File: config.mk
export PLATFORM = sky130hd
export DESIGN_NAME = vga_sync_monitor
export DESIGN_NICKNAME = d
export VERILOG_FILES = /design/src/rtl/vga_sync_monitor.sv
export SDC_FILE = /design/constraint.sdc
export NUM_CORES = 1
export LEC_CHECK = 0
export CAP_MARGIN = 10
export CORE_UTILIZATION = 35
export CTS_CLUSTER_DIAMETER = 200
export DETAILED_ROUTE_END_ITERATION = 6
export DONT_BUFFER_PORTS = 1
export GPL_ROUTABILITY_DRIVEN = 0
export PLACE_DENSITY = 0.54
export REMOVE_ABC_BUFFERS = 1
export SYNTH_ARGS = -nofsm -noshare
export SYNTH_HDL_FRONTEND = slang
export SYNTH_SLANG_ARGS = --single-unit
File: constraint.sdc
create_clock -name clk -period 2.7 [get_ports clk]
set_input_delay 0.81 -clock clk [delete_from_list [all_inputs] [get_ports clk]]
set_output_delay 0.81 -clock clk [all_outputs]
set_load 0.01 [all_outputs]
File: src/rtl/vga_sync_monitor.sv
`default_nettype none
// ============================================================================
//  Module      : vga_sync_monitor
//  Description : Passive checker for the VGA HS/VS pair at the connector.
//                Measures line length, hsync width, lines per frame and
//                vsync width in system clocks and compares them against the
//                configured timing. Reports lock, last measurements, a
//                per-frame strobe and a saturating error count.
//  Ports       : clk         - system clock
//                reset       - asynchronous active-low reset
//                hs_in       - observed hsync (active-low)
//                vs_in       - observed vsync (active-low)
//                locked      - timing matched for LOCK_FRAMES frames
//                line_clks   - clocks between the last two hsync falls
//                hs_width    - clocks hsync was low in the last line
//                frame_lines - hsync falls counted in the last judged frame
//                frame_done  - one-cycle strobe after each frame compare
//                err_count   - saturating count of timing errors
//  Revision    : 1.0 - initial release
// ============================================================================
module vga_sync_monitor #(
    parameter int CLK_PER_PIX = 4,
    parameter int H_TOTAL     = 800,
    parameter int H_SYNC      = 96,
    parameter int V_TOTAL     = 525,
    parameter int V_SYNC      = 2,
    parameter int LOCK_FRAMES = 2
) (
    input  logic        clk,
    input  logic        reset,
    input  logic        hs_in,
    input  logic        vs_in,
    output logic        locked,
    output logic [11:0] line_clks,
    output logic [11:0] hs_width,
    output logic [9:0]  frame_lines,
    output logic        frame_done,
    output logic [7:0]  err_count
);

    localparam logic [11:0] c_line_clks = 12'(H_TOTAL * CLK_PER_PIX);
    localparam logic [11:0] c_hs_clks   = 12'(H_SYNC * CLK_PER_PIX);
    localparam logic [9:0]  c_v_total   = 10'(V_TOTAL);
    localparam logic [9:0]  c_v_sync    = 10'(V_SYNC);
    localparam logic [7:0]  c_lock_frm  = 8'(LOCK_FRAMES);
    localparam logic [11:0] c_clk_max   = 12'hFFF;
    localparam logic [9:0]  c_line_max  = 10'h3FF;
    localparam logic [7:0]  c_err_max   = 8'hFF;

    localparam logic [1:0] c_st_search  = 2'd0;
    localparam logic [1:0] c_st_acquire = 2'd1;
    localparam logic [1:0] c_st_locked  = 2'd2;

    // Synchronisers idle high so a reset never fabricates a falling edge.
    logic r_hs_meta, r_hs_sync, r_hs_prev;
    logic r_vs_meta, r_vs_sync, r_vs_prev;

    logic [11:0] r_line_cnt, r_hs_low_cnt, r_line_clks, r_hs_width;
    logic [9:0]  r_lines, r_vlines, r_frame_lines;
    logic        r_frame_bad, r_locked, r_frame_done;
    logic [7:0]  r_err_count, r_good_cnt;
    logic [1:0]  r_state;

    logic        w_hs_fall, w_hs_rise, w_vs_fall;
    logic [11:0] w_line_len;
    logic        w_line_err, w_width_err, w_frame_bad, w_good;
    logic [9:0]  w_lines, w_vlines;
    logic        w_line_to, w_frame_to;

    logic [1:0]  w_state_nxt;
    logic [7:0]  w_good_nxt;
    logic        w_locked_nxt, w_err_inc, w_done_nxt;

    assign w_hs_fall = r_hs_prev & ~r_hs_sync;
    assign w_hs_rise = ~r_hs_prev & r_hs_sync;
    assign w_vs_fall = r_vs_prev & ~r_vs_sync;

    // Length of the line that ends on this hsync fall (counter + this clock).
    assign w_line_len  = (r_line_cnt == c_clk_max) ? c_clk_max : r_line_cnt + 12'd1;
    assign w_line_err  = w_hs_fall & (w_line_len != c_line_clks);
    assign w_width_err = w_hs_rise & (r_hs_low_cnt != c_hs_clks);
    assign w_frame_bad = r_frame_bad | w_line_err | w_width_err;

    // An hsync fall coinciding with the vsync fall belongs to the ending frame,
    // so the compare looks at the counts including this cycle's edge.
    assign w_lines  = (w_hs_fall && r_lines != c_line_max) ? r_lines + 10'd1 : r_lines;
    assign w_vlines = (w_hs_fall && !r_vs_sync && r_vlines != c_line_max)
                      ? r_vlines + 10'd1 : r_vlines;
    assign w_good   = (w_lines == c_v_total) && (w_vlines == c_v_sync) && !w_frame_bad;

    assign w_line_to  = (r_line_cnt == c_clk_max);
    assign w_frame_to = (r_lines == c_line_max);

    always_comb begin
        w_state_nxt  = r_state;
        w_good_nxt   = r_good_cnt;
        w_locked_nxt = r_locked;
        w_err_inc    = 1'b0;
        w_done_nxt   = 1'b0;
        case (r_state)
            c_st_search: begin
                // The partial frame seen before the first vsync is never judged.
                if (w_vs_fall) begin
                    w_state_nxt = c_st_acquire;
                    w_good_nxt  = 8'd0;
                end
            end
            c_st_acquire, c_st_locked: begin
                if (w_line_to || w_frame_to) begin
                    // Counters only reach their ceiling when sync has stalled;
                    // SEARCH ignores it, so this counts once per stall.
                    w_err_inc    = 1'b1;
                    w_locked_nxt = 1'b0;
                    w_good_nxt   = 8'd0;
                    w_state_nxt  = c_st_search;
                end else if (w_vs_fall) begin
                    w_done_nxt = 1'b1;
                    if (!w_good) begin
                        w_err_inc    = 1'b1;
                        w_locked_nxt = 1'b0;
                        w_good_nxt   = 8'd0;
                        w_state_nxt  = c_st_acquire;
                    end else if (r_state == c_st_acquire) begin
                        w_good_nxt = r_good_cnt + 8'd1;
                        if (w_good_nxt == c_lock_frm) begin
                            w_state_nxt  = c_st_locked;
                            w_locked_nxt = 1'b1;
                        end
                    end
                end
            end
            default: begin
                w_state_nxt  = c_st_search;
                w_locked_nxt = 1'b0;
                w_good_nxt   = 8'd0;
            end
        endcase
    end

    always_ff @(posedge clk or negedge reset) begin
        if (!reset) begin
            r_hs_meta     <= 1'b1;
            r_hs_sync     <= 1'b1;
            r_hs_prev     <= 1'b1;
            r_vs_meta     <= 1'b1;
            r_vs_sync     <= 1'b1;
            r_vs_prev     <= 1'b1;
            r_line_cnt    <= '0;
            r_hs_low_cnt  <= '0;
            r_line_clks   <= '0;
            r_hs_width    <= '0;
            r_lines       <= '0;
            r_vlines      <= '0;
            r_frame_lines <= '0;
            r_frame_bad   <= 1'b0;
            r_locked      <= 1'b0;
            r_frame_done  <= 1'b0;
            r_err_count   <= '0;
            r_good_cnt    <= '0;
            r_state       <= c_st_search;
        end else begin
            r_hs_meta <= hs_in;
            r_hs_sync <= r_hs_meta;
            r_hs_prev <= r_hs_sync;
            r_vs_meta <= vs_in;
            r_vs_sync <= r_vs_meta;
            r_vs_prev <= r_vs_sync;

            if (w_hs_fall)
                r_line_cnt <= '0;
            else if (!w_line_to)
                r_line_cnt <= r_line_cnt + 12'd1;
            if (w_hs_fall)
                r_line_clks <= w_line_len;

            // The fall cycle is the first low clock of the pulse.
            if (w_hs_fall)
                r_hs_low_cnt <= 12'd1;
            else if (!r_hs_sync && r_hs_low_cnt != c_clk_max)
                r_hs_low_cnt <= r_hs_low_cnt + 12'd1;
            if (w_hs_rise)
                r_hs_width <= r_hs_low_cnt;

            if (w_vs_fall) begin
                r_lines     <= '0;
                r_vlines    <= '0;
                r_frame_bad <= 1'b0;
            end else begin
                r_lines     <= w_lines;
                r_vlines    <= w_vlines;
                r_frame_bad <= w_frame_bad;
            end
            if (w_done_nxt)
                r_frame_lines <= w_lines;

            r_state      <= w_state_nxt;
            r_good_cnt   <= w_good_nxt;
            r_locked     <= w_locked_nxt;
            r_frame_done <= w_done_nxt;
            if (w_err_inc && r_err_count != c_err_max)
                r_err_count <= r_err_count + 8'd1;
        end
    end

    assign locked      = r_locked;
    assign line_clks   = r_line_clks;
    assign hs_width    = r_hs_width;
    assign frame_lines = r_frame_lines;
    assign frame_done  = r_frame_done;
    assign err_count   = r_err_count;

endmodule
`default_nettype wire

==> impl_metrics.csv <==
group,metric,value,unit
logic_synthesis,synth-seq-cells,105,
route,wire_per_inst,15.1,um
flow_run,cap_violations,0,
sta,slew_headroom,0.602,
die,die_y,127,um
setup_path,arrival,3.05,ns
route,ant_nets,0,
setup_path,reg2reg_slack,-0.11,ns
logic_synthesis,yosysTopAreaCell,"dfrtp_1",
power,vdd_ir_drop_max,0.364,mV
route,vias,4565,
grt,grt_usage,0.173,
layout,layout.cell_area.non_filler,7100,sq um
outcome,violations,"setup timing",
setup_path,r2r-end,"locked",
clocking,cts.clk_slew.worst_paths,0.08,ns
logic_synthesis,syn_avg_cell_area,9.69,sq um
power,switching_power,1.22,mW
clocking,clock-root-buffer,"clkbuf_16",
sta,final_hold_viol_count,0,
setup_path,crit_path_max_fanout,3,
setup_path,cp-start-kind,"flop",
power,p_seq_frac,0.472,
logic_synthesis,yosys_warnings,0,
power,p_total,4.02,mW
setup_path,cp.required,2.95,ns
sta,final_max_slew_viol_count,0,
route,drt-initial-drc-count,190,
sta,grt_setup_unrepaired,"true",
place,hpwl,9440,um
power,power_density,567,nW/um^2
logic_synthesis,synth_top_family_by_area,"simple AND/OR/NAND/NOR gates",
route,top_layer,"met4",
die,core.rowCount,45,
clocking,clock_path_buffers,2,
logic_synthesis,synthFlopType,"dfrtp_1",
logic_synthesis,syn_inst,568,
grt,grt_pass1_wl,22300,um
sta,setup_tns,-0.603,ns
layout,mostFrequentLayoutCells,"dfrtp_1, buf_4, nor2_1",
logic_synthesis,synth-compound-area-share,0.115,
clocking,cts_hold_buf,0,
power,p_comb_frac,0.185,
power,p_leak,3.19,nW
setup_path,crit_buf_inv,0,
route,viasPerCell,5.16,
die,fp.coreArea,15300,sq um
power,swShare,0.303,
logic_synthesis,synth_cell_types,64,
sta,fmax,0.356,GHz
clocking,clock_latency,0.36,ns
logic_synthesis,ys_seq_area_frac,0.479,
setup_path,startpoint,"r_hs_prev",
logic_synthesis,synth_mux_area_frac,0.0521,
setup_path,critPathSlowestCell,"dfstp_2",
setup_path,crit_family,"simple AND/OR/NAND/NOR gates",
sta,finalCriticalPeriod,2.81,ns
logic_synthesis,synth-xor-area-share,0.0414,
route,wl_met2,6410,um
layout,final_common_cell,"dfrtp_1",
route,wl_met1,6120,um
logic_synthesis,yosys.area_share.simple,0.267,
route,drc,0,
sta,worst-slew-pin-transition,0.595,ns
logic_synthesis,synth_top_cell_area_share,0.450,
clocking,cts_sinks,105,
grt,grt_max_degree,106,
outcome,status,"complete, but fails checks",
place,place_area,6390,sq um
layout,drive_above_1_share,0.282,
die,die-area,16200,sq um
setup_path,max_stage_delay,0.54,ns
layout,num-fill-cells,1457,
layout,fin_nets,683,
logic_synthesis,synthesis.area,5500,sq um
power,internal-power,2.80,mW
grt,antenna_found_initial,0,
logic_synthesis,synth_edf_count,0,
setup_path,r2r_cells,8,
setup_path,cp-end-kind,"flop",
die,io-pin-count,48,
sta,setup_violations,13,
die,die_w,127,um
place,portBuffers,0,
power,clkPwrFrac,0.343,
clocking,h-tree-depth,3,
route,wl_met3,639,um
logic_synthesis,synthArstFlopShare,1.00,
hold_path,hold_class,"in -> async",
sta,fin_crit_sh,1.04,
grt,grt.overflow.total,0,
layout,areaGrowthSynthToFinish,29.0,%
logic_synthesis,synth-adder-area-share,0.0250,
die,start_util,0.361,
setup_path,timing.rr.start,"r_hs_prev",
setup_path,crit_type,"reg -> reg",
logic_synthesis,netlist_top_cells_area,"dfrtp_1, nor2_1, nand2_1",
route,wirelength,13400,um
clocking,cts_buffers,9,
setup_path,crit_chain,"nor3b_4, and4_4, mux2_4, nor4_4, nand4_1, or4_4, mux2i_1, a32o_1",
route,firstDrtPassIters,4,
grt,first_global_vias,4593,
layout,num_antenna_cells,0,
sta,skew,0.0146,ns
sta,worst_slack,-0.106,ns
place,post-place-ws,-0.200,ns
clocking,cts_tree,"built",
==> cell type report <==
cell class / count / area, sq um / area share
sequential: 105 / 2640 / 0.371
tap: 211 / 264 / 0.0372
multi-input combinational: 433 / 3000 / 0.422
timing repair buffer: 106 / 838 / 0.118
inverter: 13 / 48.8 / 0.00688
clock buffer: 9 / 225 / 0.0317
clock inverter: 7 / 88.8 / 0.0125
==> per-stage QoR <==
stage / instances / hold WS, ns / utilization
3_5_place_dp: 854 / 0.349 / 0.419
4_1_cts: 873 / 0.123 / 0.446
3_3_place_gp: 854 / 0.349 / 0.419
5_1_grt: 884 / 0.111 / 0.465
6_report: 884 / 0.138 / 0.465
2_1_floorplan: 551 / 0.345 / -
==> flip-flops by register name, summed over array words and instances, names as in the netlist, 2 cells and up <==
register	count
r_vlines	10
r_hs_low_cnt	12
frame_lines	10
hs_width	12
r_state	2
r_lines	10
r_good_cnt	8
err_count	8
r_line_cnt	12
line_clks	12
==> cells in the mapped netlist (all sizes together), types with 5 or more instances <==
library cell  instances
dfrtp                99
nor2                 65
nand2                60
o21ai                40
nand3                35
a21oi                21
xor2                 19
nand4                16
mux2i                14
nor3                 14
and3                 13
inv                  13
mux2                 13
clkbuf               11
ha                   11
nand2b               11
nor4                 11
a31oi                 7
and2                  7
or3                   7
xnor2                 7
buf                   6
dfstp                 6
and4                  5
nand4b                5
o21bai                5
==> what timing repair did <==
item                       CTS  global route
cloned                       0             0
pin swaps                    6            20
gates resized for setup     15            45
setup endpoints to repair   15            18
hold endpoints to repair     0             0
setup buffers                3            12
==> how the worst max path moves through the flow <==
stage               endpoint  slack [ns]  cells past startpoint
2_1_floorplan  r_good_cnt[1]       -0.25                      8
3_3_place_gp          locked       -0.12                      9
3_5_place_dp          locked       -0.20                     10
4_1_cts               locked       -0.07                      9
5_1_grt        r_good_cnt[0]       -0.27                     15
6_report              locked       -0.11                      8
==> logic make-up (layout without fill, tap and decap cells) <==
family | count (synthesis) | in the layout
fa+ha+maj | 11 | 11
buf+inv | 30 | 135
mux | 27 | 27
xor+xnor | 26 | 26
flops | 105 | 105
compound gates | 99 | 99
simple gates | 270 | 270
==> routing by layer <==
layer  global-route usage  up-vias
met5                    0        -
met4               0.0532        0
met3               0.0494       19
met2                0.286       94
met1                0.219     2211
li1                     -     2241
==> power by group through the flow <==
stage	Sequential, mW	Combinational [mW]	Clock, mW
floorplan	1.93	0.392	0
global placement	1.92	0.670	0
CTS	1.90	0.701	1.43
global route	1.93	0.842	1.49
finish	1.90	0.745	1.38
detailed placement	1.93	0.685	0
(Power assumes the default switching activity.)
